**src/rtl/mcycle_mul_div_pkg.sv**
```systemverilog
// Shared encodings for the iterative multiply/divide unit: operation codes,
// FSM states and default geometry.
package mcycle_mul_div_pkg;

  localparam int WIDTH_DEF = 32;
  localparam int CNT_W_DEF = 6;

  // bit1 selects divide, bit0 selects unsigned
  typedef enum logic [1:0] {
    MUL_S = 2'b00,
    MUL_U = 2'b01,
    DIV_S = 2'b10,
    DIV_U = 2'b11
  } mcycle_op_e;

  typedef enum logic [1:0] {
    ST_IDLE    = 2'b00,
    ST_COMPUTE = 2'b01,
    ST_DONE    = 2'b10
  } state_e;

  function automatic logic op_is_div(input logic [1:0] op);
    return op[1];
  endfunction

  function automatic logic op_is_signed(input logic [1:0] op);
    return ~op[0];
  endfunction

endpackage

```
**src/rtl/mcycle_mul_div_if.sv**
```systemverilog
// Request/response bundle between the E-stage datapath and the multi-cycle
// multiply/divide unit.
interface mcycle_mul_div_if #(
  parameter int WIDTH = mcycle_mul_div_pkg::WIDTH_DEF
);

  logic             Start;
  logic [1:0]       MCycleOp;
  logic [WIDTH-1:0] Operand1;
  logic [WIDTH-1:0] Operand2;
  logic [WIDTH-1:0] Result1;
  logic [WIDTH-1:0] Result2;
  logic             Busy;

  modport master (
    output Start, MCycleOp, Operand1, Operand2,
    input  Result1, Result2, Busy
  );

  modport slave (
    input  Start, MCycleOp, Operand1, Operand2,
    output Result1, Result2, Busy
  );

endinterface

```
**src/rtl/mcycle_mul_div_div_step.sv**
```systemverilog
// One restoring-division iteration: shift in the next dividend bit, trial
// subtract the divisor, keep the difference only when it is non-negative.
module mcycle_mul_div_div_step #(
  parameter int WIDTH = mcycle_mul_div_pkg::WIDTH_DEF
) (
  input  logic [WIDTH-1:0] rem_i,
  input  logic             dividend_bit_i,
  input  logic [WIDTH-1:0] divisor_i,
  output logic [WIDTH-1:0] rem_o,
  output logic             q_bit_o
);

  logic [WIDTH:0] shifted;
  logic [WIDTH:0] diff;

  // rem_i < divisor, so the WIDTH+1-bit difference cannot wrap and its MSB is a true sign
  always_comb begin
    shifted = {rem_i, dividend_bit_i};
    diff    = shifted - {1'b0, divisor_i};
    q_bit_o = ~diff[WIDTH];
    rem_o   = q_bit_o ? diff[WIDTH-1:0] : shifted[WIDTH-1:0];
  end

endmodule

```
**src/rtl/mcycle_mul_div.sv**
```systemverilog
// Iterative multiply/divide unit for the Execute stage: one shift-add or
// restoring-divide iteration per cycle, Busy drives the pipeline stall.
module mcycle_mul_div
  import mcycle_mul_div_pkg::*;
#(
  parameter int WIDTH = WIDTH_DEF,
  parameter int CNT_W = CNT_W_DEF
) (
  input  logic           CLK,
  input  logic           RESET,
  mcycle_mul_div_if.slave bus
);

  if ((1 << CNT_W) <= WIDTH) begin : g_cnt_w_check
    $error("CNT_W too small for WIDTH");
  end

  state_e                 state_q, state_d;
  logic [CNT_W-1:0]       cnt_q, cnt_d;
  logic [1:0]             op_q, op_d;
  logic [WIDTH-1:0]       a_q, a_d;
  logic [WIDTH-1:0]       b_q, b_d;
  logic [WIDTH-1:0]       raw1_q, raw1_d;
  logic                   sign1_q, sign1_d;
  logic                   sign2_q, sign2_d;
  logic [2*WIDTH-1:0]     acc_q, acc_d;
  logic [WIDTH-1:0]       rem_q, rem_d;
  logic [WIDTH-1:0]       res1_q, res1_d;
  logic [WIDTH-1:0]       res2_q, res2_d;

  logic                   in_signed;
  logic [WIDTH-1:0]       op1_mag, op2_mag;
  logic [WIDTH:0]         mul_sum;
  logic [2*WIDTH-1:0]     mul_next;
  logic [2*WIDTH-1:0]     prod_fix;
  logic [WIDTH-1:0]       rem_next;
  logic                   q_bit;
  logic [WIDTH-1:0]       quo_next;
  logic [WIDTH-1:0]       quo_fix;
  logic [WIDTH-1:0]       rem_fix;
  logic                   last_iter;

  mcycle_mul_div_div_step #(.WIDTH(WIDTH)) u_div_step (
    .rem_i          (rem_q),
    .dividend_bit_i (acc_q[WIDTH-1]),
    .divisor_i      (b_q),
    .rem_o          (rem_next),
    .q_bit_o        (q_bit)
  );

  // Operand magnitudes and one iteration of each algorithm
  always_comb begin
    in_signed = op_is_signed(bus.MCycleOp);
    op1_mag   = (in_signed && bus.Operand1[WIDTH-1]) ? -bus.Operand1 : bus.Operand1;
    op2_mag   = (in_signed && bus.Operand2[WIDTH-1]) ? -bus.Operand2 : bus.Operand2;

    // Shift-add: low half holds the unconsumed multiplier bits
    mul_sum   = {1'b0, acc_q[2*WIDTH-1:WIDTH]} + (acc_q[0] ? {1'b0, a_q} : '0);
    mul_next  = {mul_sum, acc_q[WIDTH-1:1]};
    prod_fix  = (sign1_q ^ sign2_q) ? -mul_next : mul_next;

    // Most-negative / -1 falls out naturally: magnitude 2^(W-1), negated, wraps to itself
    quo_next  = {acc_q[WIDTH-2:0], q_bit};
    quo_fix   = (sign1_q ^ sign2_q) ? -quo_next : quo_next;
    rem_fix   = sign1_q ? -rem_next : rem_next;

    last_iter = (cnt_q == CNT_W'(WIDTH - 1));
  end

  // NOTE: every signal driven here gets a default first so no path can infer a latch.
  always_comb begin
    state_d = state_q;
    cnt_d   = cnt_q;
    op_d    = op_q;
    a_d     = a_q;
    b_d     = b_q;
    raw1_d  = raw1_q;
    sign1_d = sign1_q;
    sign2_d = sign2_q;
    acc_d   = acc_q;
    rem_d   = rem_q;
    res1_d  = res1_q;
    res2_d  = res2_q;
    bus.Busy = 1'b0;

    case (state_q)
      ST_IDLE: begin
        if (bus.Start) begin
          bus.Busy = 1'b1;
          op_d     = bus.MCycleOp;
          a_d      = op1_mag;
          b_d      = op2_mag;
          raw1_d   = bus.Operand1;
          sign1_d  = in_signed & bus.Operand1[WIDTH-1];
          sign2_d  = in_signed & bus.Operand2[WIDTH-1];
          acc_d    = {{WIDTH{1'b0}}, op_is_div(bus.MCycleOp) ? op1_mag : op2_mag};
          rem_d    = '0;
          cnt_d    = '0;
          state_d  = ST_COMPUTE;
        end
      end

      ST_COMPUTE: begin
        bus.Busy = 1'b1;
        cnt_d    = cnt_q + CNT_W'(1);
        if (op_is_div(op_q)) begin
          acc_d = {acc_q[2*WIDTH-1:WIDTH], quo_next};
          rem_d = rem_next;
        end else begin
          acc_d = mul_next;
        end

        if (last_iter) begin
          state_d = ST_DONE;
          if (!op_is_div(op_q)) begin
            res1_d = prod_fix[WIDTH-1:0];
            res2_d = prod_fix[2*WIDTH-1:WIDTH];
          end else if (b_q == '0) begin
            res1_d = '1;
            res2_d = raw1_q;
          end else begin
            res1_d = quo_fix;
            res2_d = rem_fix;
          end
        end
      end

      // A Start still high here belongs to the instruction just finished
      ST_DONE: state_d = ST_IDLE;

      default: state_d = ST_IDLE;
    endcase
  end

  // NOTE: sequential state uses non-blocking assignments so all registers update together at the edge.
  always_ff @(posedge CLK or posedge RESET) begin
    if (RESET) begin
      state_q <= ST_IDLE;
      cnt_q   <= '0;
      op_q    <= '0;
      a_q     <= '0;
      b_q     <= '0;
      raw1_q  <= '0;
      sign1_q <= 1'b0;
      sign2_q <= 1'b0;
      acc_q   <= '0;
      rem_q   <= '0;
      res1_q  <= '0;
      res2_q  <= '0;
    end else begin
      state_q <= state_d;
      cnt_q   <= cnt_d;
      op_q    <= op_d;
      a_q     <= a_d;
      b_q     <= b_d;
      raw1_q  <= raw1_d;
      sign1_q <= sign1_d;
      sign2_q <= sign2_d;
      acc_q   <= acc_d;
      rem_q   <= rem_d;
      res1_q  <= res1_d;
      res2_q  <= res2_d;
    end
  end

  assign bus.Result1 = res1_q;
  assign bus.Result2 = res2_q;

endmodule

```
**src/flat_wrapper.sv**
```systemverilog
// flat-port wrapper written by rule: the top's interface ports become plain ports
module mcycle_mul_div_flat import mcycle_mul_div_pkg::*;
#(
  parameter int WIDTH = WIDTH_DEF,
  parameter int CNT_W = CNT_W_DEF
)
  (CLK, RESET, bus_Start, bus_MCycleOp, bus_Operand1, bus_Operand2, bus_Result1, bus_Result2, bus_Busy);
  mcycle_mul_div_if #(.WIDTH(WIDTH)) bus_i ();
  input  logic CLK;
  input  logic RESET;
  input wire logic [$bits(bus_i.Start)-1:0] bus_Start;
  input wire logic [$bits(bus_i.MCycleOp)-1:0] bus_MCycleOp;
  input wire logic [$bits(bus_i.Operand1)-1:0] bus_Operand1;
  input wire logic [$bits(bus_i.Operand2)-1:0] bus_Operand2;
  output wire logic [$bits(bus_i.Result1)-1:0] bus_Result1;
  output wire logic [$bits(bus_i.Result2)-1:0] bus_Result2;
  output wire logic [$bits(bus_i.Busy)-1:0] bus_Busy;
  assign bus_i.Start = bus_Start;
  assign bus_i.MCycleOp = bus_MCycleOp;
  assign bus_i.Operand1 = bus_Operand1;
  assign bus_i.Operand2 = bus_Operand2;
  assign bus_Result1 = bus_i.Result1;
  assign bus_Result2 = bus_i.Result2;
  assign bus_Busy = bus_i.Busy;
  mcycle_mul_div #(.WIDTH(WIDTH), .CNT_W(CNT_W)) u_core (.CLK(CLK), .RESET(RESET), .bus(bus_i));
endmodule
```
**config.mk**
```make
export PLATFORM = sky130hd
export DESIGN_NAME = mcycle_mul_div_flat
export DESIGN_NICKNAME = d
export VERILOG_FILES = /design/src/rtl/mcycle_mul_div_pkg.sv /design/src/rtl/mcycle_mul_div_if.sv /design/src/rtl/mcycle_mul_div_div_step.sv /design/src/rtl/mcycle_mul_div.sv /design/src/flat_wrapper.sv
export SDC_FILE = /design/constraint.sdc
export NUM_CORES = 1
export LEC_CHECK = 0
export CORE_MARGIN = 3
export CORE_UTILIZATION = 40
export DETAILED_ROUTE_END_ITERATION = 16
export GPL_TIMING_DRIVEN = 1
export PLACE_DENSITY = 0.6
export SETUP_SLACK_MARGIN = 0.05
export SYNTH_ARGS = -nofsm -noshare
export SYNTH_HDL_FRONTEND = slang
export SYNTH_HIERARCHICAL = 1
export SYNTH_SLANG_ARGS = --single-unit
```
**constraint.sdc**
```tcl
create_clock -name CLK -period 8.9 [get_ports CLK]
set_clock_uncertainty 0.2 [all_clocks]
set_input_delay 1.78 -clock CLK [delete_from_list [all_inputs] [get_ports CLK]]
set_output_delay 1.78 -clock CLK [all_outputs]
set_load 0.005 [all_outputs]
```
Word-level counts from Yosys, hierarchy flattened
Cells that the tools add are included. Widths: inputs -> output; s select.

Reductions and logical operators: 11. Add/sub/neg operators: 8. Multiplexer cells: 25. Equal/unequal tests: 6. Bitwise operators: 5.

Operators by type and width (count): $mux 32 (13); $mux 64 (3); $neg 32->32 (4); $pmux 64 s2 (1); $neg 64->64 (1); $pmux 32 s2 (1); $add 32x33->33 (1); $sub 33x32->33 (1); $logic_not 32->1 (1); $pmux 6 s2 (1); $reduce_and 2->1 (4); $add 6x1->6 const B (1); $eq 6x5->1 const B (1); $mux 6 (1); $reduce_and 3->1 (2); $mux 2 (2); $ne 2x1->1 const B (2); $ne 2x2->1 const B (2); $pmux 2 s2 (1); $and 1x1->1 (2); $eq 2x1->1 const B (1); $logic_and 1x1->1 (2); $logic_not 2->1 (1); $not 1->1 (2); other kinds (4) (4).

Output and inout port bits: 65. Register bits: 268.

Logic depth before layout (Yosys ltp)
Gate-level depths: netlist of run 1.

Depth after elaboration: 6. Depth in mapped cells: 26.

Modules after synthesis
The synthesis of run 1 kept the hierarchy.

By module, submodules not included: mcycle_mul_div (sequential area each 6656.4 um2, cells each 2158, area each 17745.8 um2, instances 1); mcycle_mul_div_div_step (sequential area each 0.0 um2, cells each 305, area each 2358.5 um2, instances 1).

Worst setup path after synthesis of run 1
No wires, ideal clock.

Kind: register to register. From: reg u_core.acc_q[31]. To: reg u_core.res2_q[27], in the netlist u_core/bus.Result2[27]. Stages on the path, launching flop included: 24. Clock period less this slack: 5855 ps. Data arrival time: 5529 ps. Required time: 8574 ps. Setup slack: 3045 ps. Cell sequence: dfrtp_1 -> inv_1 -> ha_1 -> fa_1 -> and2b_1 -> o2111ai_2 -> a21oi_2 -> o2111ai_1 -> a211oi_2 -> nor2_4 -> mux2i_4 -> and2_4 -> buf_12 -> inv_8 -> mux2_2 -> nor4_1 -> nand4_1 -> or4_1 -> o41ai_1 -> xor2_1 -> nor2_1 -> a21oi_1 -> nor2_1 -> a221o_1.

Word-level cells in the longest chain between the ends: 6. Elaborated cells between the ends (all ways): 8.

Ends and longest elaborated chain: from (decl) (line mcycle_mul_div.sv:26) `logic [2*WIDTH-1:0] acc_q, acc_d;`; from (signal assigned) (line mcycle_mul_div.sv:146) `acc_q <= '0;`; from (signal assigned) (line mcycle_mul_div.sv:159) `acc_q <= acc_d;`; $sub 33x32->33 (line mcycle_mul_div_div_step.sv:19) `diff = shifted - {1'b0, divisor_i};`; $mux 32 (line mcycle_mul_div_div_step.sv:21) `rem_o = q_bit_o ? diff[WIDTH-1:0] : shifted[WIDTH-1:0];`; net u_core.rem_next[7] (line mcycle_mul_div.sv:36) `logic [WIDTH-1:0] rem_next;`; $neg 32->32 (line mcycle_mul_div.sv:65) `rem_fix = sign1_q ? -rem_next : rem_next;`; $mux 32 (line mcycle_mul_div.sv:65); $mux 32 (line mcycle_mul_div.sv:118) `end else if (b_q == '0) begin`; $mux 32 (line mcycle_mul_div.sv:115) `if (!op_is_div(op_q)) begin`; to (signal assigned) (line mcycle_mul_div.sv:162) `res2_q <= res2_d;`; to (decl) (line mcycle_mul_div.sv:29) `logic [WIDTH-1:0] res2_q, res2_d;`.

The timed path passes the listed nets, and every way through them passes these cells. A chain may end at the register's enable or synchronous reset.

Final worst setup path of run 1
Ends and elaborated chain as after synthesis.

==> impl_metrics.env, run 1 <==
export IMPL_status="finished, final reports clean"
export IMPL_worst_ep_arrival_time_ns=7.14
export IMPL_remaining_drc_errors=0
export IMPL_drtIter0Drc=1794
export IMPL_place_congestion=0.938
export IMPL_post_drt_via_cell_ratio=5.82
export IMPL_fin_crit_sh=0.777
export IMPL_first_pass_iters=5
export IMPL_grt_use_met2=0.389
export IMPL_track_usage=0.254
export IMPL_cts_num_sinks=266
export IMPL_grt_busiest_layer="met2"
export IMPL_max_cap_violations=0
export IMPL_htreeDepth=2
export IMPL_max_freq_ghz=0.145
export IMPL_vdd_drop_max_uv=220
export IMPL_cp_max_fo=28
export IMPL_ys_warn_count=6
export IMPL_relSlewSlack=0.170
export IMPL_worstMarginPinSlew_ns=1.25
export IMPL_avgSynthCellArea_um2=8.16
export IMPL_clockRootBuffer="clkbuf_16"
export IMPL_die_w_um=230
export IMPL_fin_tns_setup_ns=0
export IMPL_grt_setup_unrepaired="false"
export IMPL_post_place_ws_ns=2.08
export IMPL_finalHoldViolCount=0
export IMPL_antenna_found_initial=0
export IMPL_clk_pin_slew_worst_paths_ns=0.06
export IMPL_rows=81
export IMPL_vias=18500
export IMPL_pwr_density_cell_nw_per_um2=467
export IMPL_drive_gt1_frac=0.0638
export IMPL_start_util=0.408
export IMPL_first_global_vias=17400
export IMPL_p_leak_uw=0.00982
export IMPL_min_period_ns=6.91
export IMPL_slowest_stage="nor4_1"
export IMPL_synth_cells=2463
export IMPL_post_route_util=0.465
export IMPL_die_h_um=230
export IMPL_antenna_left=0
export IMPL_ys_types=100
export IMPL_syn_area_um2=20100
export IMPL_place_inst=3112
export IMPL_cts_tree="built"
export IMPL_insertion_delay_ns=0.55
export IMPL_drv_slew=0
export IMPL_critPathKind="flip-flop to flip-flop"
export IMPL_dp_final_hpwl_um=51800
export IMPL_post_cts_resized=0
export IMPL_ioPinCount=134
export IMPL_syn_nets=2604
export IMPL_synth_ff_type="dfrtp_1"
export IMPL_synth_async_sr_flop_share=1.00
export IMPL_layout_setup_ws_ns=1.99
export IMPL_cts_buffers_inserted=35
export IMPL_port_buffers=133
export IMPL_overflow=0
export IMPL_fin_cells=3174
export IMPL_dieArea_um2=53000
export IMPL_grt_max_degree=135
export IMPL_grt_pass1_wl_um=105000
export IMPL_worst_setup_path_end_kind="flip-flop"
export IMPL_areaGrowthSynthToFinish_pct=14.0
export IMPL_cts_hold_buf=0
export IMPL_multi_input_area_um2=12600
export IMPL_final_seq_area_um2=6660
export IMPL_path_cells="inv_1, ha_1, fa_1, and2b_1, o2111ai_2, a21oi_2, o2111ai_1, a211oi_2, nor2_4, mux2i_4, and2_4, inv_8, mux2_2, nor4_1, nand4_1, or4_1, o41ai_1, xor2_1, nor2_1, a21oi_1, nor2_1, a221o_1"
export IMPL_cp_common_cell="nor2_1"
export IMPL_wl_um=69000
export IMPL_finalNetCount=2626
export IMPL_core_area_um2=49300
export IMPL_wire_per_inst_um=21.8
export IMPL_n_fill_cell=4924
export IMPL_yosysSeqAreaShare=0.331
export IMPL_hold_class="flip-flop to flip-flop"
export IMPL_cpPeakStageDelay_ns=0.71
export IMPL_yosys_register_bits=266
export IMPL_use_met1=0.364
export IMPL_cts_buffer_depth=3
export IMPL_setup_violations_final=0
export IMPL_gr_usage_met3=0.0316
export IMPL_synth_edf_count=0
export IMPL_post_cts_buffers=0
export IMPL_critPathLaunchType="flip-flop"
export IMPL_crit_required_ns=9.13
## layout by cell type (no fill, tap or decap), types with 42 or more instances in the layout
| master | synthesis | layout |
|---|---|---|
| xnor2_1 | 104 | 103 |
| clkdlybuf4s50_1 | 0 | 132 |
| a22o_1 | 55 | 55 |
| dfrtp_1 | 266 | 265 |
| a21oi_1 | 157 | 157 |
| nor2_1 | 161 | 158 |
| nand2_1 | 418 | 417 |
| ha_1 | 70 | 70 |
| inv_1 | 57 | 56 |
| o21ai_0 | 263 | 263 |
| nor3_1 | 42 | 42 |
| mux2i_1 | 66 | 66 |
| xor2_1 | 110 | 109 |
## cell families after synthesis
group	synth area share
and+or+nand+nor	0.201
buffers and inverters	0.0480
DFF	0.331
adders and majority gates	0.0456
muxes	0.0510
AOI/OAI and AO/OA	0.228
xor gates and xnor gates	0.0948
## layer usage
metal | wire length (µm) | share of wire | vias up
li1 | - | - | 8793
met2 | 30100 | 0.44 | 640
met4 | 2630 | 0.038 | 0
met3 | 4480 | 0.065 | 91
met1 | 31800 | 0.46 | 8951
met5 | 0 | 0 | -
## metrics by stage
stage | hold WS [ns] | power [µW] | cell area (µm²)
2_1_floorplan | 0.242 | 7260 | 20100
3_3_place_gp | 0.254 | 9030 | 21800
3_5_place_dp | 0.257 | 9100 | 21800
4_1_cts | 0.270 | 10600 | 22900
5_1_grt | 0.295 | 11400 | 22900
6_report | 0.263 | 10700 | 22900
## power by group
part	leakage, µW	internal [µW]	switching, µW
combinational	0.00581	2790	4210
clock	0.000569	885	570
sequential	0.00344	1710	544
total	0.00982	5390	5320
## cell type report
cell class                      count  share of cell area
Multi-Input combinational cell   1971               0.548
Sequential cell                   266               0.291
Timing Repair Buffer              152              0.0646
Clock buffer                       48              0.0444
Tap cell                          664              0.0362
Inverter                           59              0.0102
Clock inverter                     13             0.00644
Antenna cell                        1            0.000109
## cell usage after synthesis (5+ instances only)
library cell | number | share of area
o21ai_1 | 11 | 0.0027
mux2i_1 | 66 | 0.033
or2_2 | 7 | 0.0022
nand3_1 | 34 | 0.0085
o21bai_1 | 8 | 0.0030
a21oi_1 | 157 | 0.039
and3_1 | 14 | 0.0044
nor2b_1 | 12 | 0.0037
nand4_1 | 23 | 0.0072
o22ai_1 | 31 | 0.0096
and4_1 | 5 | 0.0022
mux2_4 | 19 | 0.014
and2_1 | 41 | 0.013
a31oi_1 | 19 | 0.0059
o2111ai_1 | 5 | 0.0022
a21oi_2 | 5 | 0.0022
nand2_1 | 418 | 0.078
or3_1 | 16 | 0.0050
nor3b_1 | 9 | 0.0034
o41ai_1 | 15 | 0.0065
clkbuf_1 | 137 | 0.026
or4_1 | 13 | 0.0049
nor4_1 | 24 | 0.0075
o31ai_1 | 34 | 0.013
nand2b_1 | 13 | 0.0040
o21a_1 | 20 | 0.0075
inv_1 | 57 | 0.011
xnor2_1 | 104 | 0.045
buf_2 | 11 | 0.0027
a22o_1 | 55 | 0.024
nor3_1 | 42 | 0.010
buf_1 | 8 | 0.0015
dfrtp_1 | 266 | 0.33
ha_1 | 70 | 0.044
nor2_1 | 161 | 0.030
xor2_1 | 110 | 0.048
a21o_1 | 25 | 0.0093
mux2_2 | 5 | 0.0028
o211ai_1 | 28 | 0.010
o21ai_0 | 263 | 0.065
## flip-flops by register name (all words and copies together), names as in the netlist
register,count
u_core/a_q,32
u_core/acc_q,64
u_core/b_q,32
u_core/bus.Result1,32
u_core/bus.Result2,32
u_core/cnt_q,6
u_core/op_q,1
u_core/raw1_q,31
u_core/rem_q,32
u_core/sign1_q,1
u_core/sign2_q,1
u_core/state_q,2
## worst max-delay path, delay by kind of cell (launching register included)
kind	cells	cell delay, ns
fa+ha+maj	2	0.64
flops	1	0.53
simple gates	8	2.57
xor+xnor	1	0.19
buf+inv	2	0.33
mux	2	0.66
compound gates	7	1.69
## final timing paths
check,cells past startpoint,start,slack (ns),endpoint
worst min-delay path,2,u_core/bus.Result1[3]$_DFFE_PP0P_,0.26,u_core/bus.Result1[3]$_DFFE_PP0P_
worst min register to register,2,u_core/bus.Result1[3]$_DFFE_PP0P_,0.26,u_core/bus.Result1[3]$_DFFE_PP0P_
min in group asynchronous,3,RESET,1.65,u_core/bus.Result2[12]$_DFFE_PP0P_
worst max register to register,22,u_core/acc_q[31]$_DFFE_PP0P_,1.99,u_core/bus.Result2[27]$_DFFE_PP0P_
worst max-delay path,22,u_core/acc_q[31]$_DFFE_PP0P_,1.99,u_core/bus.Result2[27]$_DFFE_PP0P_
max in group asynchronous,4,RESET,5.26,u_core/b_q[29]$_DFFE_PP0P_
Note: power is estimated with default switching activity, not from simulation.
==> inputs of run 2 (changes only) <==
--- a/config.mk
+++ b/config.mk
@@ -9,7 +9,7 @@
 export CORE_UTILIZATION = 40
 export DETAILED_ROUTE_END_ITERATION = 16
 export GPL_TIMING_DRIVEN = 1
-export PLACE_DENSITY = 0.6
+export PLACE_DENSITY = 0.58
 export SETUP_SLACK_MARGIN = 0.05
 export SYNTH_ARGS = -nofsm -noshare
 export SYNTH_HDL_FRONTEND = slang
==> constraint.sdc (replaced) <==
create_clock -name CLK -period 6.6 [get_ports CLK]
set_clock_uncertainty 0.2 [all_clocks]
set_input_delay 1.32 -clock CLK [delete_from_list [all_inputs] [get_ports CLK]]
set_output_delay 1.32 -clock CLK [all_outputs]
set_load 0.005 [all_outputs]
==> run 2 against run 1 <==
Against the previous run:
- via count is 1.1% lower
- core utilization increased by 0.21 points
- worst setup slack got worse by 1.6 ns
- count of clock-buffer cells in the layout up 5
- non-clock buffer count increased by 8
- total power grew 34%
- wire length is essentially flat
- cell count is 0.22% higher
- critical endpoint unchanged
- highest routed layer unchanged
==> impl_metrics.env, run 2 (synthesized netlist as in run 1, its figures left out) <==
export IMPL_place_inst=3120
export IMPL_remaining_drc_errors=0
export IMPL_critPathKind="flip-flop to flip-flop"
export IMPL_track_usage=0.256
export IMPL_post_drt_via_cell_ratio=5.74
export IMPL_cp_max_fo=28
export IMPL_vias=18300
export IMPL_ioPinCount=134
export IMPL_rr_worst_depth=23
export IMPL_min_period_ns=6.21
export IMPL_first_pass_iters=5
export IMPL_largest_reg_flops=64
export IMPL_worst_ep_arrival_time_ns=6.43
export IMPL_post_cts_buffers=0
export IMPL_first_global_vias=17500
export IMPL_p_comb_frac=0.650
export IMPL_cts_num_sinks=266
export IMPL_crit_required_ns=6.82
export IMPL_fin_crit_sh=0.941
export IMPL_hold_path_depth=2
export IMPL_start_util=0.408
export IMPL_drive_gt1_frac=0.0675
export IMPL_fin_cells=3181
export IMPL_worst_setup_path_end_kind="flip-flop"
export IMPL_vdd_drop_max_uv=298
export IMPL_relSlewSlack=0.152
export IMPL_max_freq_ghz=0.161
export IMPL_drtIter0Drc=1559
export IMPL_hold_class="flip-flop to flip-flop"
export IMPL_core_area_um2=49300
export IMPL_antenna_found_initial=0
export IMPL_critPathLaunchType="flip-flop"
export IMPL_dieArea_um2=53000
export IMPL_swShare=0.490
export IMPL_clockRootBuffer="clkbuf_16"
export IMPL_antennaDiodeCount=0
export IMPL_finalNetCount=2634
export IMPL_clk_pin_slew_worst_paths_ns=0.06
export IMPL_wire_per_inst_um=21.7
export IMPL_htreeDepth=2
export IMPL_cts_tree="built"
export IMPL_grt_setup_unrepaired="false"
export IMPL_most_common_layout_cells="nand2_1, dfrtp_1, o21ai_0"
export IMPL_insertion_delay_ns=0.54
export IMPL_wl_um=69100
export IMPL_top_register="u_core/acc_q"
export IMPL_fin_tns_setup_ns=0
export IMPL_rows=81
export IMPL_mostFrequentLayoutCell="nand2_1"
export IMPL_die_h_um=230
export IMPL_setup_violations_final=0
export IMPL_grt_max_degree=145
export IMPL_die_w_um=230
export IMPL_overflow=0
export IMPL_cts_buffer_depth=3
export IMPL_finalHoldViolCount=0
export IMPL_worstMarginPinSlew_ns=1.27
export IMPL_port_buffers=133
export IMPL_pwr_density_cell_nw_per_um2=624
export IMPL_antenna_left=0
export IMPL_dp_final_hpwl_um=52700
export IMPL_internal_power_uw=7320
export IMPL_p_leak_uw=0.00988
export IMPL_cts_buffers_inserted=35
export IMPL_seq_power_share=0.213
export IMPL_grt_pass1_wl_um=107000
export IMPL_drv_slew=0
export IMPL_place_congestion=0.921
export IMPL_switchingPower_uw=7040
export IMPL_status="finished, final reports clean"
export IMPL_max_cap_violations=0
export IMPL_p_clk_frac=0.137
export IMPL_areaGrowthSynthToFinish_pct=14.5
run 2: changes by cell type in the layout (fill, tap and decap cells not counted), sizes merged, moves of 2 or more:
cell	previous run	this run
buf	20	28
clkbuf	48	53
clkinvlp	4	1
clkinv	8	6
run 2: critical path, cell delays in order (launching register included):
cell and delay, ns:
dfrtp_1 0.35, inv_1 0.05, ha_1 0.21, fa_1 0.41, and2b_1 0.26, o2111ai_2 0.14
a21oi_2 0.25, o2111ai_1 0.23, a211oi_2 0.34, nor2_4 0.10, mux2i_4 0.20, and2_4 0.22
inv_8 0.23, mux2_2 0.41, nor4_1 0.37, buf_4 0.20, nand4_1 0.18, or4_1 0.64
o41ai_1 0.34, xor2_1 0.18, nor2_1 0.06, a21oi_1 0.19, nor2_1 0.06, a221o_1 0.27
run 2: final cells by class:
class | instances | area, µm²
tap | 664 | 831
timing repair buffer | 160 | 1550
multi-input combinational | 1971 | 12600
sequential | 266 | 6660
clock inverter | 8 | 105
inverter | 59 | 233
fill | 4858 | 26200
clock buffer | 53 | 1080
run 2: metrics by stage:
stage | setup slack, ns | cell area, µm² | total power (µW) | hold WS [ns] | util
2_1_floorplan | 0.745 | 20100 | 9780 | 0.242 | -
3_3_place_gp | 0.490 | 21800 | 12200 | 0.255 | 0.443
3_5_place_dp | 0.390 | 21800 | 12300 | 0.263 | 0.443
4_1_cts | 0.357 | 23000 | 14300 | 0.277 | 0.467
5_1_grt | 0.0924 | 23000 | 15500 | 0.284 | 0.468
6_report | 0.391 | 23000 | 14400 | 0.270 | 0.468
run 2: path summary, 6_finish.rpt:
path	startpoint	slack, ns	end
hold / removal	u_core/a_q[30]$_DFFE_PP0P_	0.27	u_core/a_q[30]$_DFFE_PP0P_
hold reg to reg	u_core/a_q[30]$_DFFE_PP0P_	0.27	u_core/a_q[30]$_DFFE_PP0P_
setup reg to reg	u_core/acc_q[31]$_DFFE_PP0P_	0.39	u_core/bus.Result2[27]$_DFFE_PP0P_
max in group asynchronous	RESET	4.26	u_core/op_q[1]$_DFFE_PP0P_
min in group asynchronous	RESET	1.11	u_core/a_q[8]$_DFFE_PP0P_
setup / recovery	u_core/acc_q[31]$_DFFE_PP0P_	0.39	u_core/bus.Result2[27]$_DFFE_PP0P_
run 2: power by group through the flow:
stage / clock, µW / sequential (µW) / combinational (µW)
2_1_floorplan: 0 / 2660 / 7130
3_3_place_gp: 0 / 3050 / 9100
3_5_place_dp: 0 / 3070 / 9180
4_1_cts: 2020 / 3050 / 9220
5_1_grt: 2070 / 3160 / 10300
6_report: 1970 / 3060 / 9340
run 2: metal layers:
metal / track usage / vias to the layer above / wire [µm]
li1: - / 8807 / -
met1: 0.379 / 8821 / 33000
met2: 0.385 / 550 / 30000
met3: 0.0285 / 90 / 3740
met4: 0.0908 / 0 / 2410
met5: 0 / - / 0
run 2: timing repair:
action | CTS | global route
setup endpoints to repair | 0 | 3
resized for setup | 0 | 3
hold buffers | 0 | 0
